## src/rtl/gat_stage_scheduler.sv

```systemverilog
// GAT layer stage scheduler: per node block, sequences SPMM -> DMVM -> SOFTMAX -> AGGR with a per-stage watchdog.
// Optional per-stage busy-cycle counters are built only when GAT_SCHED_PERF_EN is defined.
module gat_stage_scheduler #(
   parameter int BLK_W     = 16,
   parameter int TIMEOUT_W = 20
) (
   input  logic                 clk,
   input  logic                 rst,
   input  logic                 start_i,
   input  logic [BLK_W-1:0]     num_blk_i,
   output logic [3:0]           stage_start_o,
   input  logic [3:0]           stage_done_i,
   output logic                 busy_o,
   output logic                 done_o,
   output logic                 err_o,
   output logic [BLK_W-1:0]     blk_idx_o,
   output logic [31:0]          status_o,
   output logic [3:0][31:0]     stage_cyc_o
);

   typedef enum logic [2:0] {
      S_IDLE = 3'd0,
      S_SPMM = 3'd1,
      S_DMVM = 3'd2,
      S_SM   = 3'd3,
      S_AGGR = 3'd4,
      S_DONE = 3'd5,
      S_ERR  = 3'd6
   } state_t;

   localparam logic [TIMEOUT_W-1:0] WDOG_LAST = {{(TIMEOUT_W-1){1'b1}}, 1'b0};

   state_t               state_q;
   logic [BLK_W-1:0]     num_blk_q;
   logic [BLK_W-1:0]     blk_idx_q;
   logic [TIMEOUT_W-1:0] wdog_q;
   logic [3:0]           stage_start_q;
   logic                 done_q;
   logic                 err_q;
   logic                 busy_q;
   logic                 done_seen_q;

   logic [3:0] active_oh;
   logic       in_stage;
   logic       start_ok;
   logic       done_acc;
   logic       wdog_exp;
   logic       last_blk;

   always_comb begin
      active_oh = 4'b0000;
      case (state_q)
         S_SPMM:  active_oh = 4'b0001;
         S_DMVM:  active_oh = 4'b0010;
         S_SM:    active_oh = 4'b0100;
         S_AGGR:  active_oh = 4'b1000;
         default: active_oh = 4'b0000;
      endcase
      in_stage = |active_oh;
      start_ok = start_i && ((state_q == S_IDLE) || (state_q == S_DONE) || (state_q == S_ERR));
      // A done in the launch-pulse cycle belongs to a previous launch and is dropped.
      done_acc = in_stage && (|(stage_done_i & active_oh)) && (stage_start_q == 4'b0000);
      wdog_exp = in_stage && !done_acc && (wdog_q == WDOG_LAST);
      last_blk = (blk_idx_q == (num_blk_q - BLK_W'(1)));
   end

   always_ff @(posedge clk) begin
      if (rst) begin
         state_q       <= S_IDLE;
         num_blk_q     <= '0;
         blk_idx_q     <= '0;
         wdog_q        <= '0;
         stage_start_q <= 4'b0000;
         done_q        <= 1'b0;
         err_q         <= 1'b0;
         busy_q        <= 1'b0;
         done_seen_q   <= 1'b0;
      end else begin
         stage_start_q <= 4'b0000;
         done_q        <= 1'b0;
         if (in_stage) wdog_q <= wdog_q + TIMEOUT_W'(1);
         case (state_q)
            S_SPMM, S_DMVM, S_SM, S_AGGR: begin
               if (done_acc) begin
                  wdog_q <= '0;
                  case (state_q)
                     S_SPMM: begin
                        state_q       <= S_DMVM;
                        stage_start_q <= 4'b0010;
                     end
                     S_DMVM: begin
                        state_q       <= S_SM;
                        stage_start_q <= 4'b0100;
                     end
                     S_SM: begin
                        state_q       <= S_AGGR;
                        stage_start_q <= 4'b1000;
                     end
                     default: begin
                        if (last_blk) begin
                           state_q     <= S_DONE;
                           done_q      <= 1'b1;
                           done_seen_q <= 1'b1;
                           busy_q      <= 1'b0;
                        end else begin
                           blk_idx_q     <= blk_idx_q + BLK_W'(1);
                           state_q       <= S_SPMM;
                           stage_start_q <= 4'b0001;
                        end
                     end
                  endcase
               end else if (wdog_exp) begin
                  state_q <= S_ERR;
                  err_q   <= 1'b1;
                  busy_q  <= 1'b0;
               end
            end
            default: begin
               if (start_ok) begin
                  num_blk_q   <= num_blk_i;
                  blk_idx_q   <= '0;
                  err_q       <= 1'b0;
                  wdog_q      <= '0;
                  done_seen_q <= 1'b0;
                  if (num_blk_i == '0) begin
                     state_q     <= S_DONE;
                     done_q      <= 1'b1;
                     done_seen_q <= 1'b1;
                     busy_q      <= 1'b0;
                  end else begin
                     state_q       <= S_SPMM;
                     stage_start_q <= 4'b0001;
                     busy_q        <= 1'b1;
                  end
               end else if (state_q == S_IDLE || state_q == S_DONE || state_q == S_ERR) begin
                  state_q <= state_q;
               end else begin
                  state_q <= S_IDLE;
               end
            end
         endcase
      end
   end

   assign stage_start_o = stage_start_q;
   assign busy_o        = busy_q;
   assign done_o        = done_q;
   assign err_o         = err_q;
   assign blk_idx_o     = blk_idx_q;
   assign status_o      = {20'b0, err_q, busy_q, done_seen_q, state_q, active_oh, 2'b00};

`ifdef GAT_SCHED_PERF_EN
   logic [3:0][31:0] cyc_q;

   always_ff @(posedge clk) begin
      if (rst) begin
         cyc_q <= '0;
      end else if (start_ok) begin
         cyc_q <= '0;
      end else begin
         for (int i = 0; i < 4; i++) begin
            if (active_oh[i] && (cyc_q[i] != 32'hFFFF_FFFF)) cyc_q[i] <= cyc_q[i] + 32'd1;
         end
      end
   end

   assign stage_cyc_o = cyc_q;
`else
   assign stage_cyc_o = '0;
`endif

endmodule
```

## config.mk

```make
export PLATFORM = sky130hd
export DESIGN_NAME = gat_stage_scheduler
export DESIGN_NICKNAME = d
export VERILOG_FILES = /design/src/rtl/gat_stage_scheduler.sv
export SDC_FILE = /design/constraint.sdc
export NUM_CORES = 1
export LEC_CHECK = 0
export ABC_AREA = 0
export BUFFER_PORTS_ARGS = -buffer_cell sky130_fd_sc_hd__buf_4
export CORE_UTILIZATION = 30
export CTS_BUF_LIST = sky130_fd_sc_hd__clkbuf_8
export DETAILED_ROUTE_END_ITERATION = 12
export SYNTH_ARGS = -nofsm -noshare
export SYNTH_HDL_FRONTEND = slang
export SYNTH_SLANG_ARGS = --single-unit
```

## constraint.sdc

```tcl
create_clock -name clk -period 3.05 [get_ports clk]
set_input_delay 0.1525 -clock clk [delete_from_list [all_inputs] [get_ports clk]]
set_output_delay 0.1525 -clock clk [all_outputs]
set_load 0.02 [all_outputs]
```

==> impl_metrics.tcl <==
set metrics [dict create \
    pwr-share-comb_pct 52.3 \
    ys_async_sr_fraction_pct 0 \
    skew_ns 0.00894 \
    worstReg2RegStart "num_blk_q[0]$_SDFFE_PP0P_" \
    die_height_um 128 \
    fillCellCount 1664 \
    setup_viol_count_final 0 \
    ys_types 55 \
    dp_slack_ns 0.125 \
    fmaxAchievable_mhz 356 \
    clock_path_buffers 2 \
    slowest_delay_ns 0.56 \
    tightest_slew_ns 0.709 \
    ys_top_cells_by_area "dfxtp_1 26%, buf_4 24%, nand2_1 5.9%" \
    numClockSinks 63 \
    antenna_found_initial 0 \
    grt_pass1_vias 3285 \
    htreeDepth 3 \
    status "completed" \
    total_power_uw 3540 \
    synth_warnings 0 \
    num_vias 4037 \
    start_kind "flop" \
    crit_fanout 32 \
    avgRoutedWirePerCell_um 11.8 \
    tns_ns 0 \
    area_growth_pct 6.43 \
    nets 718 \
    start_util_pct 31.0 \
    gp_congestion 0.817 \
    syn_inst 632 \
    yosysTopAreaCell "dfxtp_1" \
    grt_setup_unrepaired "no" \
    n_antenna_cell 0 \
    yosysTopAreaCellShare_pct 26.5 \
    seq_area_frac_synth_pct 26.5 \
    p_leak_uw 0.00221 \
    period_needed_ns 2.81 \
    antenna_left 0 \
    gr-usage-all-layers_pct 13.0 \
    ys_seq_elements 63 \
    coreArea_mm2 0.0154 \
    drive_gt1_share_pct 13.5 \
    grt_pass1_wl_um 16800 \
    drc 0 \
    grt_max_degree 41 \
    first_pass_iters 4 \
    worst_ep_arrival_time_ns 3.02 \
    setup_ws_ns 0.237 \
    finalCritPeriodShare_pct 92.2 \
    fp-row-count 45 \
    syn_avg_cell_area_um2 7.54 \
    powerDensity_mw_per_mm2 699 \
    dieArea_mm2 0.0164 \
    cap_violations 0 \
    ys.flop_type "dfxtp_1" \
    drt_iter0_drc 180 \
    final_util_pct 33.0 \
    hpwl_um 8180 \
    io_buffers 55 \
    swShare_pct 46.3 \
    critPathLaunch "num_blk_q[0]$_SDFFE_PP0P_" \
    clockRootBuffer "clkbuf_8" \
    slew_headroom_pct 52.3 \
    end_kind "flop" \
    p_int_uw 1900 \
    pwr-share-seq_pct 29.3 \
    critPathKind "flop to flop" \
    pwr-share-clk_pct 18.5 \
    wl_um 10700 \
    vias_per_cell 4.45 \
    ios 206 \
    hold_slack_ns 0.0582 \
    maxSlewViolCount 0 \
    hp-class "primary input to flop" \
    cts_tree "done" \
    cts_buffers 9 \
    worstPathCellList "inv_1, ha_1, nor2b_2, and4_1, nor3_1, a31oi_1, or4_4, nor4_4, buf_4, or4_1, a21oi_1" \
    clkTransAtPathRegs_ns 0.07 \
    hold_start "num_blk_i[7]" \
    vdd_drop_max_mv 0.278 \
    crit_slowest_cell "or4_4" \
    overflow 0 \
    synth_edf_count 0 \
    final_hold_viol_count 0 \
    die_x_um 128 \
    clkLatencyLatePin_ns 0.35 \
    syn_area_mm2 0.00477 \
    worst_ep_required_time_ns 3.26 \
    p_switching_uw 1640 \
]
==> layout make-up <==
cell class	instances	area [um2]	share of cell area (%)
Multi-Input combinational cell	534	2790	54.9
Inverter	10	37.5	0.740
Timing Repair Buffer	73	548	10.8
Sequential cell	63	1260	24.9
Tap cell	211	264	5.20
Clock inverter	5	25.0	0.493
Clock buffer	11	151	2.98
==> cells by family (layout without fill, tap and decap cells) <==
logic type               count (synthesis)  in the layout  synth area share (%)
AO/OA/AOI/OAI                          110            110                  13.7
XOR/XNOR                                26             26                  4.78
adder cells (fa/ha/maj)                  5              5                  1.26
buffers and inverters                  184             99                  26.9
flip-flops                              63             63                  26.5
multiplexers                             2              2                 0.446
other                                    1            150                0.0787
AND/OR/NAND/NOR                        241            241                  26.4
==> final timing paths <==
path | to | slack (ns) | cells after the start
max | blk_idx_o[8]$_SDFFE_PP0P_ | 0.24 | 11
min | num_blk_q[7]$_SDFFE_PP0P_ | 0.06 | 3
max reg2reg | blk_idx_o[8]$_SDFFE_PP0P_ | 0.24 | 11
min reg2reg | num_blk_q[15]$_SDFFE_PP0P_ | 0.47 | 2
==> Yosys cell counts (all sizes together) (2+ instances only) <==
library cell    n
o31ai           5
o21ai          22
or3             9
ha              4
o21bai          3
dfxtp          63
clkbuf         16
or4            11
o211a           2
a21oi          49
a311oi          5
nor2           45
nand2          75
nand3b          6
nand4b          4
o22ai           2
a31oi           7
and3           11
nor2b           6
and4            4
a21o            2
nand3          20
xor2           11
xnor2          15
o211ai          5
nor4           11
a22oi           2
a41oi           2
and2            7
buf           158
inv             9
nor3           19
nand4           9
==> critical path, delay by kind of cell, from the launching register on <==
| family | cells | cell delay, ns |
|---|---|---|
| buffers and inverters | 2 | 0.38 |
| adder cells (fa/ha/maj) | 1 | 0.20 |
| AO/OA/AOI/OAI | 2 | 0.13 |
| AND/OR/NAND/NOR | 6 | 1.53 |
| flip-flops | 1 | 0.42 |
==> timing repair <==
item	in CTS	in global routing
hold buffers	0	0
gates resized for setup	0	2
setup buffers	0	1
setup endpoints to repair	0	21
==> state kept, by name (all words and copies together) (netlist names) <==
signal / flops
stage_start_o: 4
blk_idx_o: 16
busy_o: 1
state_q: 3
done_seen_q: 1
num_blk_q: 16
done_o: 1
wdog_q: 20
err_o: 1
==> stage by stage <==
stage	cells	cell area, um2
floorplan	781	5330
global placement	890	4890
detailed placement	890	4890
CTS	906	5060
global route	907	5070
finish	907	5070
==> placed cells by master, fill, tap and decap left out, types with 6 or more instances in the layout <==
cell type / netlist / routed
conb_1: 1 / 150
nand2_1: 75 / 75
buf_4: 153 / 73
dfxtp_1: 63 / 63
a21oi_1: 49 / 49
nor2_1: 44 / 44
nand3_1: 20 / 20
nor3_1: 18 / 18
xnor2_1: 15 / 15
o21ai_0: 14 / 14
and3_1: 11 / 11
xor2_1: 11 / 11
clkbuf_8: 0 / 11
inv_1: 8 / 10
or4_1: 10 / 10
nor4_1: 9 / 9
nand4_1: 9 / 9
or3_1: 9 / 9
o21ai_1: 8 / 8
and2_1: 7 / 7
a31oi_1: 7 / 7
nand3b_1: 6 / 6
==> metal layers <==
| metal | vias to the layer above | GRT usage [%] | wire length (um) |
|---|---|---|---|
| met1 | 1886 | 17.1 | 4770 |
| met5 | - | 0 | 0 |
| met3 | 16 | 3.13 | 549 |
| met2 | 124 | 20.4 | 5160 |
| li1 | 2011 | - | - |
| met4 | 0 | 5.12 | 212 |
==> power groups by stage <==
stage / registers [uW] / clock network [uW] / logic (uW)
CTS: 1040 / 681 / 1840
detailed placement: 1060 / 0 / 1830
finish: 1040 / 655 / 1850
global route: 1060 / 714 / 2040
floorplan: 1030 / 0 / 1460
global placement: 1060 / 0 / 1820
(Power assumes the default switching activity.)
